[config.mk]
export PLATFORM = sky130hd
export DESIGN_NAME = de_data_reader
export DESIGN_NICKNAME = d
export VERILOG_FILES = /design/src/rtl/de_data_reader.sv
export SDC_FILE = /design/constraint.sdc
export NUM_CORES = 1
export LEC_CHECK = 0
export ABC_AREA = 1
export CAP_MARGIN = 20
export CORE_MARGIN = 4
export CORE_UTILIZATION = 45
export DETAILED_ROUTE_END_ITERATION = 12
export PLACE_DENSITY = 0.82
export SYNTH_ARGS = -nofsm -noshare
export SYNTH_HDL_FRONTEND = slang
export SYNTH_SLANG_ARGS = --single-unit
[constraint.sdc]
create_clock -name clk -period 2.2 [get_ports clk]
set_input_delay 0.33 -clock clk [delete_from_list [all_inputs] [get_ports clk]]
set_output_delay 0.33 -clock clk [all_outputs]
set_load 0.02 [all_outputs]
[src/rtl/de_data_reader.sv]
// Read-back engine for the DE RAM: streams words 0..DEPTH-1 out over a valid/ready byte interface.
// Optional XOR checksum output is enabled by defining DE_READ_CHECKSUM_EN.
module de_data_reader #(
    parameter int DEPTH  = 32,
    parameter int ADDR_W = 5,
    parameter int DATA_W = 8
) (
    input  logic              clk,
    input  logic              reset,
    input  logic              start,
    output logic [ADDR_W-1:0] ram_address,
    input  logic [DATA_W-1:0] ram_q,
    output logic [DATA_W-1:0] out_data,
    output logic [ADDR_W-1:0] out_index,
    output logic              out_valid,
    input  logic              out_ready,
    output logic              busy,
    output logic              done
`ifdef DE_READ_CHECKSUM_EN
    ,
    output logic [DATA_W-1:0] checksum
`endif
);

    typedef enum logic [2:0] {
        ST_IDLE    = 3'd0,
        ST_WAIT    = 3'd1,
        ST_CAPTURE = 3'd2,
        ST_PRESENT = 3'd3,
        ST_DONE    = 3'd4
    } state_t;

    localparam logic [ADDR_W-1:0] LAST_IDX = ADDR_W'(DEPTH - 1);

    state_t              state_r;
    state_t              state_nxt_s;
    logic [ADDR_W-1:0]   idx_r;
    logic [ADDR_W-1:0]   idx_nxt_s;
    logic [ADDR_W-1:0]   addr_nxt_s;
    logic [DATA_W-1:0]   data_nxt_s;
    logic [ADDR_W-1:0]   index_nxt_s;
    logic                valid_nxt_s;
    logic                done_nxt_s;
    logic                busy_nxt_s;
    logic                xfer_s;
    logic                start_acc_s;

    assign xfer_s      = (state_r == ST_PRESENT) && out_valid && out_ready;
    assign start_acc_s = start && ((state_r == ST_IDLE) || (state_r == ST_DONE));

    // Next-state and next-output computation for the read sequencer.
    always_comb begin
        state_nxt_s = state_r;
        idx_nxt_s   = idx_r;
        addr_nxt_s  = ram_address;
        data_nxt_s  = out_data;
        index_nxt_s = out_index;
        valid_nxt_s = out_valid;
        done_nxt_s  = done;
        case (state_r)
            ST_IDLE, ST_DONE: begin
                if (start) begin
                    done_nxt_s  = 1'b0;
                    addr_nxt_s  = '0;
                    idx_nxt_s   = '0;
                    state_nxt_s = ST_WAIT;
                end else begin
                    state_nxt_s = state_r;
                end
            end
            ST_WAIT: begin
                state_nxt_s = ST_CAPTURE;
            end
            ST_CAPTURE: begin
                data_nxt_s  = ram_q;
                index_nxt_s = idx_r;
                valid_nxt_s = 1'b1;
                state_nxt_s = ST_PRESENT;
            end
            ST_PRESENT: begin
                // start is deliberately not looked at here, even on the final transfer
                if (xfer_s && (idx_r == LAST_IDX)) begin
                    valid_nxt_s = 1'b0;
                    done_nxt_s  = 1'b1;
                    state_nxt_s = ST_DONE;
                end else if (xfer_s) begin
                    valid_nxt_s = 1'b0;
                    idx_nxt_s   = idx_r + 1'b1;
                    addr_nxt_s  = idx_r + 1'b1;
                    state_nxt_s = ST_WAIT;
                end else begin
                    state_nxt_s = ST_PRESENT;
                end
            end
            default: begin
                valid_nxt_s = 1'b0;
                done_nxt_s  = 1'b0;
                state_nxt_s = ST_IDLE;
            end
        endcase
        busy_nxt_s = (state_nxt_s == ST_WAIT) || (state_nxt_s == ST_CAPTURE) ||
                     (state_nxt_s == ST_PRESENT);
    end

    // State and registered outputs; reset aborts any run in progress.
    always_ff @(posedge clk) begin
        if (!reset) begin
            state_r     <= ST_IDLE;
            idx_r       <= '0;
            ram_address <= '0;
            out_data    <= '0;
            out_index   <= '0;
            out_valid   <= 1'b0;
            busy        <= 1'b0;
            done        <= 1'b0;
        end else begin
            state_r     <= state_nxt_s;
            idx_r       <= idx_nxt_s;
            ram_address <= addr_nxt_s;
            out_data    <= data_nxt_s;
            out_index   <= index_nxt_s;
            out_valid   <= valid_nxt_s;
            busy        <= busy_nxt_s;
            done        <= done_nxt_s;
        end
    end

`ifdef DE_READ_CHECKSUM_EN
    logic [DATA_W-1:0] chk_nxt_s;

    // Checksum update: cleared by an accepted start, XOR of every transferred byte.
    always_comb begin
        chk_nxt_s = checksum;
        if (start_acc_s) begin
            chk_nxt_s = '0;
        end else if (xfer_s) begin
            chk_nxt_s = checksum ^ out_data;
        end else begin
            chk_nxt_s = checksum;
        end
    end

    // Checksum register.
    always_ff @(posedge clk) begin
        if (!reset) begin
            checksum <= '0;
        end else begin
            checksum <= chk_nxt_s;
        end
    end
`else
    logic unused_s;
    assign unused_s = start_acc_s;
`endif

endmodule

Word-level counts from Yosys, hierarchy flattened
Cells that the tools add are included.

$add $sub $neg: 1. Equal/unequal tests: 13. Mux-type cells: 14. Bitwise logic cells: 2. Reduce and logical (&&, ||, !) cells: 13.

Operators with widths (count): two-way mux 5 bit (3); == test 3 x 2 -> 1 bit (second input constant) (4); one-hot mux 3 bit (4 select lines) (1); one-hot mux 5 bit (2 select lines) (1); == test 3 x 1 -> 1 bit (second input constant) (2); two-way mux 3 bit (2); != test 2 bit (second input constant) (3); one-hot mux 1 bit (3 select lines) (2); adder 5 x 1 -> 5 bit (second input constant) (1); == test 5 bit (second input constant) (1); two-way mux 1 bit (4); AND reduction 4 bit (1); OR reduction 2 bit (2); == test 3 bit (second input constant) (1); logical AND 1 bit (3); zero test 3 bit (1); != test 3 x 2 -> 1 bit (second input constant) (1); AND reduction 3 bit (1); OR reduction 3 bit (1); logical OR 1 bit (2); two-way mux 2 bit (1); != test 2 x 1 -> 1 bit (second input constant) (1); NOT 1 bit (2); AND reduction 2 bit (1); nonzero test 2 bit (1).

Bits in registers: 24. Word-level logic and storage cells: 50.

Depth between registers and ports, before layout
Word-level depth: 9. Depth in mapped cells: 11. Gate-level depth less buffers: 11.

Worst setup path before layout
OpenSTA, ideal clock, no wires.

Path kind: register -> register. Start point: register idx_r[0]. End point: register idx_r[1]. Setup time: 0.113 ns. Arrival: 1.577 ns. Slack: 0.509 ns. Cell stages (with the launch flop): 12. Path through: dfxtp_1 ha_1 nand2_1 nor2_1 ha_1 nand3_1 nand2_1 nand2_2 nand2_4 clkinv_2 nor2_1 nor2_1.

Word-level cells in the longest chain between the ends: 4.

Ends and longest elaborated chain: from (decl) (RTL line 37) `logic [ADDR_W-1:0] idx_r;`; from (signal assigned) (RTL line 118) `idx_r <= idx_nxt_s;`; adder 5 x 1 -> 5 bit or == test 5 bit (tied branches) (RTL line 88, 82); two-way mux 5 bit or logical AND 1 bit (tied branches) (RTL line 86, 82); two-way mux 5 bit or != test 2 bit (tied branches); one-hot mux 5 bit (2 select lines) or AND reduction 4 bit (tied branches).

Parallel ways exist; a longest one is shown, timed or not. The select of a mux whose other input is x is not followed. A chain may end at the register's enable or synchronous reset.

==> impl_metrics.json <==
{
  "drv_cap": 0,
  "synth-seq-area-share_pct": 46.0,
  "slew_violations": 0,
  "cts_root_buffer": "clkbuf_4",
  "io-pin-count": 33,
  "route.detailed.drc": 0,
  "clock-sinks": 24,
  "cp_slowest_stage_delay_ns": 0.67,
  "maxSlewHeadroom_pct": 67.3,
  "cellPowerDensity_mw_per_mm2": 761,
  "ys_warn_count": 0,
  "multi_input_area_sq_um": 490,
  "dieWidth_microns": 56.2,
  "cts.repair.resized": 0,
  "hold_depth": 2,
  "dr_wl_met3_microns": 141,
  "dieArea_sq_mm": 0.00316,
  "area_delta_synth_final_pct": 35.0,
  "synthCells": 138,
  "routed_wl_mm": 2.48,
  "initialDrtViolationCount": 21,
  "highest_layer": "met4",
  "drive_gt1_share_pct": 10.5,
  "reg2reg_slack_ns": 0.40,
  "cp_slowest_cell": "clkdlybuf4s50_1",
  "fp.dieH_microns": 56.2,
  "hold_slack_ns": 0.473,
  "synth.net_count": 152,
  "synthDistinctLibCells": 26,
  "fill_cells": 208,
  "ant_nets": 0,
  "rr_startpoint": "idx_r[0]",
  "crit_chain": "clkdlybuf4s50_1",
  "path_delay_family": "buffers and inverters",
  "syn_avg_cell_area_sq_um": 7.57,
  "critPathBufInv": 1,
  "place_congestion": 0.846,
  "ctsHoldBuffers": 0,
  "antenna_found_initial": 0,
  "synth-seq-cells": 24,
  "worstHoldPathType": "reg2reg",
  "syn_area_sq_mm": 0.00104,
  "fin_nets": 187,
  "fmax_mhz": 552,
  "crit_type": "reg2out",
  "rows": 17,
  "initial_core_util_pct": 47.2,
  "whs_endpoint": "out_data[7]",
  "grt_start_max_net_pins": 17,
  "crit_fanout": 7,
  "cts_setup_buffers": 0,
  "cts_buffer_depth": 2,
  "peakVddDrop_uv": 432,
  "finalHoldViolations": 0,
  "seqCellArea_sq_um": 480,
  "clkTransAtPathRegs_ns": 0.12,
  "coreArea_sq_mm": 0.00221,
  "hp-start": "out_data[7]",
  "wl_per_cell_microns": 12.4,
  "dp_slack_ns": 0.451,
  "antennaDiodeCount": 0,
  "worst_pin_slew_ns": 0.491,
  "finalSetupViolCount": 0,
  "grt_pass1_vias": 997,
  "fin_crit_ns": 1.81,
  "grt_setup_unrepaired": "no",
  "period_share_pct": 82.4,
  "critPathLaunchType": "flip-flop",
  "avgViaCountPerCell": 4.95,
  "io_buffers": 32,
  "fin_ws_ns": 0.388,
  "clk_latency_ns": 0.32,
  "fin_setup_tns_ns": 0,
  "status": "complete, no violations",
  "cp.arrival_ns": 1.48,
  "worst_clock_skew_ns": 0.00323,
  "grtUsageTotal_pct": 17.1,
  "drt-met1-wl_mm": 1.04,
  "end_kind": "output port",
  "numCtsBuffers": 3,
  "htree_levels": 1,
  "dr.pass1.iters": 4,
  "critPathRequiredTime_ns": 1.87,
  "p_leak_nw": 0.534,
  "grt_pass1_wl_mm": 4.27,
  "cts_tree": "yes",
  "overflow": 0,
  "wl_met2_mm": 1.24,
  "dp_hpwl_mm": 1.92,
  "r2r_cells": 10,
  "r2r-end": "idx_r[0]",
  "vias": 985
}
-- metal layers --
metal,vias to the layer above,track usage [%]
met3,7,4.64
met5,-,0
met1,448,18.4
met4,0,9.49
met2,22,29.9
li1,508,-
-- synth_stat cells --
| cell | number | area share, % |
|---|---|---|
| a21oi_1 | 19 | 9.1 |
| a21oi_2 | 1 | 0.84 |
| a31oi_1 | 1 | 0.60 |
| buf_2 | 1 | 0.48 |
| buf_6 | 1 | 1.1 |
| clkbuf_1 | 1 | 0.36 |
| clkinv_2 | 1 | 0.48 |
| dfxtp_1 | 24 | 46 |
| ha_1 | 2 | 2.4 |
| inv_1 | 10 | 3.6 |
| inv_2 | 3 | 1.1 |
| nand2_1 | 39 | 14 |
| nand2_2 | 2 | 1.2 |
| nand2_4 | 1 | 1.1 |
| nand3_1 | 5 | 2.4 |
| nand3_2 | 1 | 0.96 |
| nand3_4 | 1 | 1.7 |
| nand3b_1 | 1 | 0.72 |
| nand4_1 | 2 | 1.2 |
| nor2_1 | 11 | 4.0 |
| nor2_2 | 2 | 1.2 |
| nor2_4 | 2 | 2.2 |
| nor3_1 | 1 | 0.48 |
| o21ai_0 | 2 | 0.96 |
| o21ai_1 | 3 | 1.4 |
| or2_1 | 1 | 0.60 |
-- cell type report --
type	instances	share of cell area (%)
Clock buffer	3	1.60
Multi-Input combinational cell	97	34.8
Inverter	14	3.82
Tap cell	28	2.48
Sequential cell	24	34.1
Timing Repair Buffer	33	23.2
-- state kept, by name, summed over array words and instances, names as in the netlist --
register	count
idx_r	5
out_valid	1
out_data	8
out_index	5
done	1
busy	1
state_r	3
-- power by group --
part	total (mW)	internal [mW]	switching, mW	leakage (nW)
combinational	0.358	0.154	0.204	0.325
clock	0.190	0.0643	0.126	0.0138
sequential	0.525	0.481	0.0443	0.195
total	1.07	0.699	0.374	0.534
-- logic make-up (layout without fill, tap and decap cells) --
family	Yosys count	after routing	share of synthesized area, %
buffers and inverters	17	50	7.06
AND/OR/NAND/NOR	69	69	31.6
adder cells (fa/ha/maj)	2	2	2.39
flip-flops	24	24	46.0
AO/OA/AOI/OAI	26	26	12.9
-- worst reg2reg max path: stages, from the launching register on --
cell	delay, ns
dfxtp_1	0.47
ha_1	0.22
nand2_1	0.08
nor2_1	0.11
ha_1	0.15
nand3_1	0.09
nand2_1	0.14
nand2_2	0.11
nand2_4	0.11
nand2_1	0.06
a21oi_1	0.18
-- layout by cell type (no fill, tap or decap), types with 3 or more instances in the layout --
cell type,netlist,layout
nand3_1,5,5
inv_2,3,3
inv_1,10,10
o21ai_1,3,3
dfxtp_1,24,24
a21oi_1,19,19
clkdlybuf4s50_1,0,32
nand2_1,39,39
nor2_1,11,11
clkbuf_4,0,3
-- worst max-delay path by stage --
stage | depth (start not counted) | to | start | slack, ns
2_1_floorplan | 11 | idx_r[1] | idx_r[0] | 0.51
3_3_place_gp | 11 | idx_r[4] | idx_r[0] | 0.59
3_5_place_dp | 10 | idx_r[0] | idx_r[0] | 0.45
4_1_cts | 1 | ram_address[2] | idx_r[2] | 0.40
5_1_grt | 10 | idx_r[0] | idx_r[0] | 0.23
6_report | 1 | ram_address[2] | idx_r[2] | 0.39
-- per-stage QoR --
step           cells  util (%)  total power, mW  area (sq um)
6_report         199      63.7             1.07          1410
5_1_grt          199      63.7             1.14          1410
4_1_cts          199      63.7             1.09          1410
3_5_place_dp     196      62.7            0.895          1390
3_3_place_gp     196      62.7            0.880          1390
2_1_floorplan    138         -            0.755          1040
No activity file was read; power rests on OpenSTA's default activity.
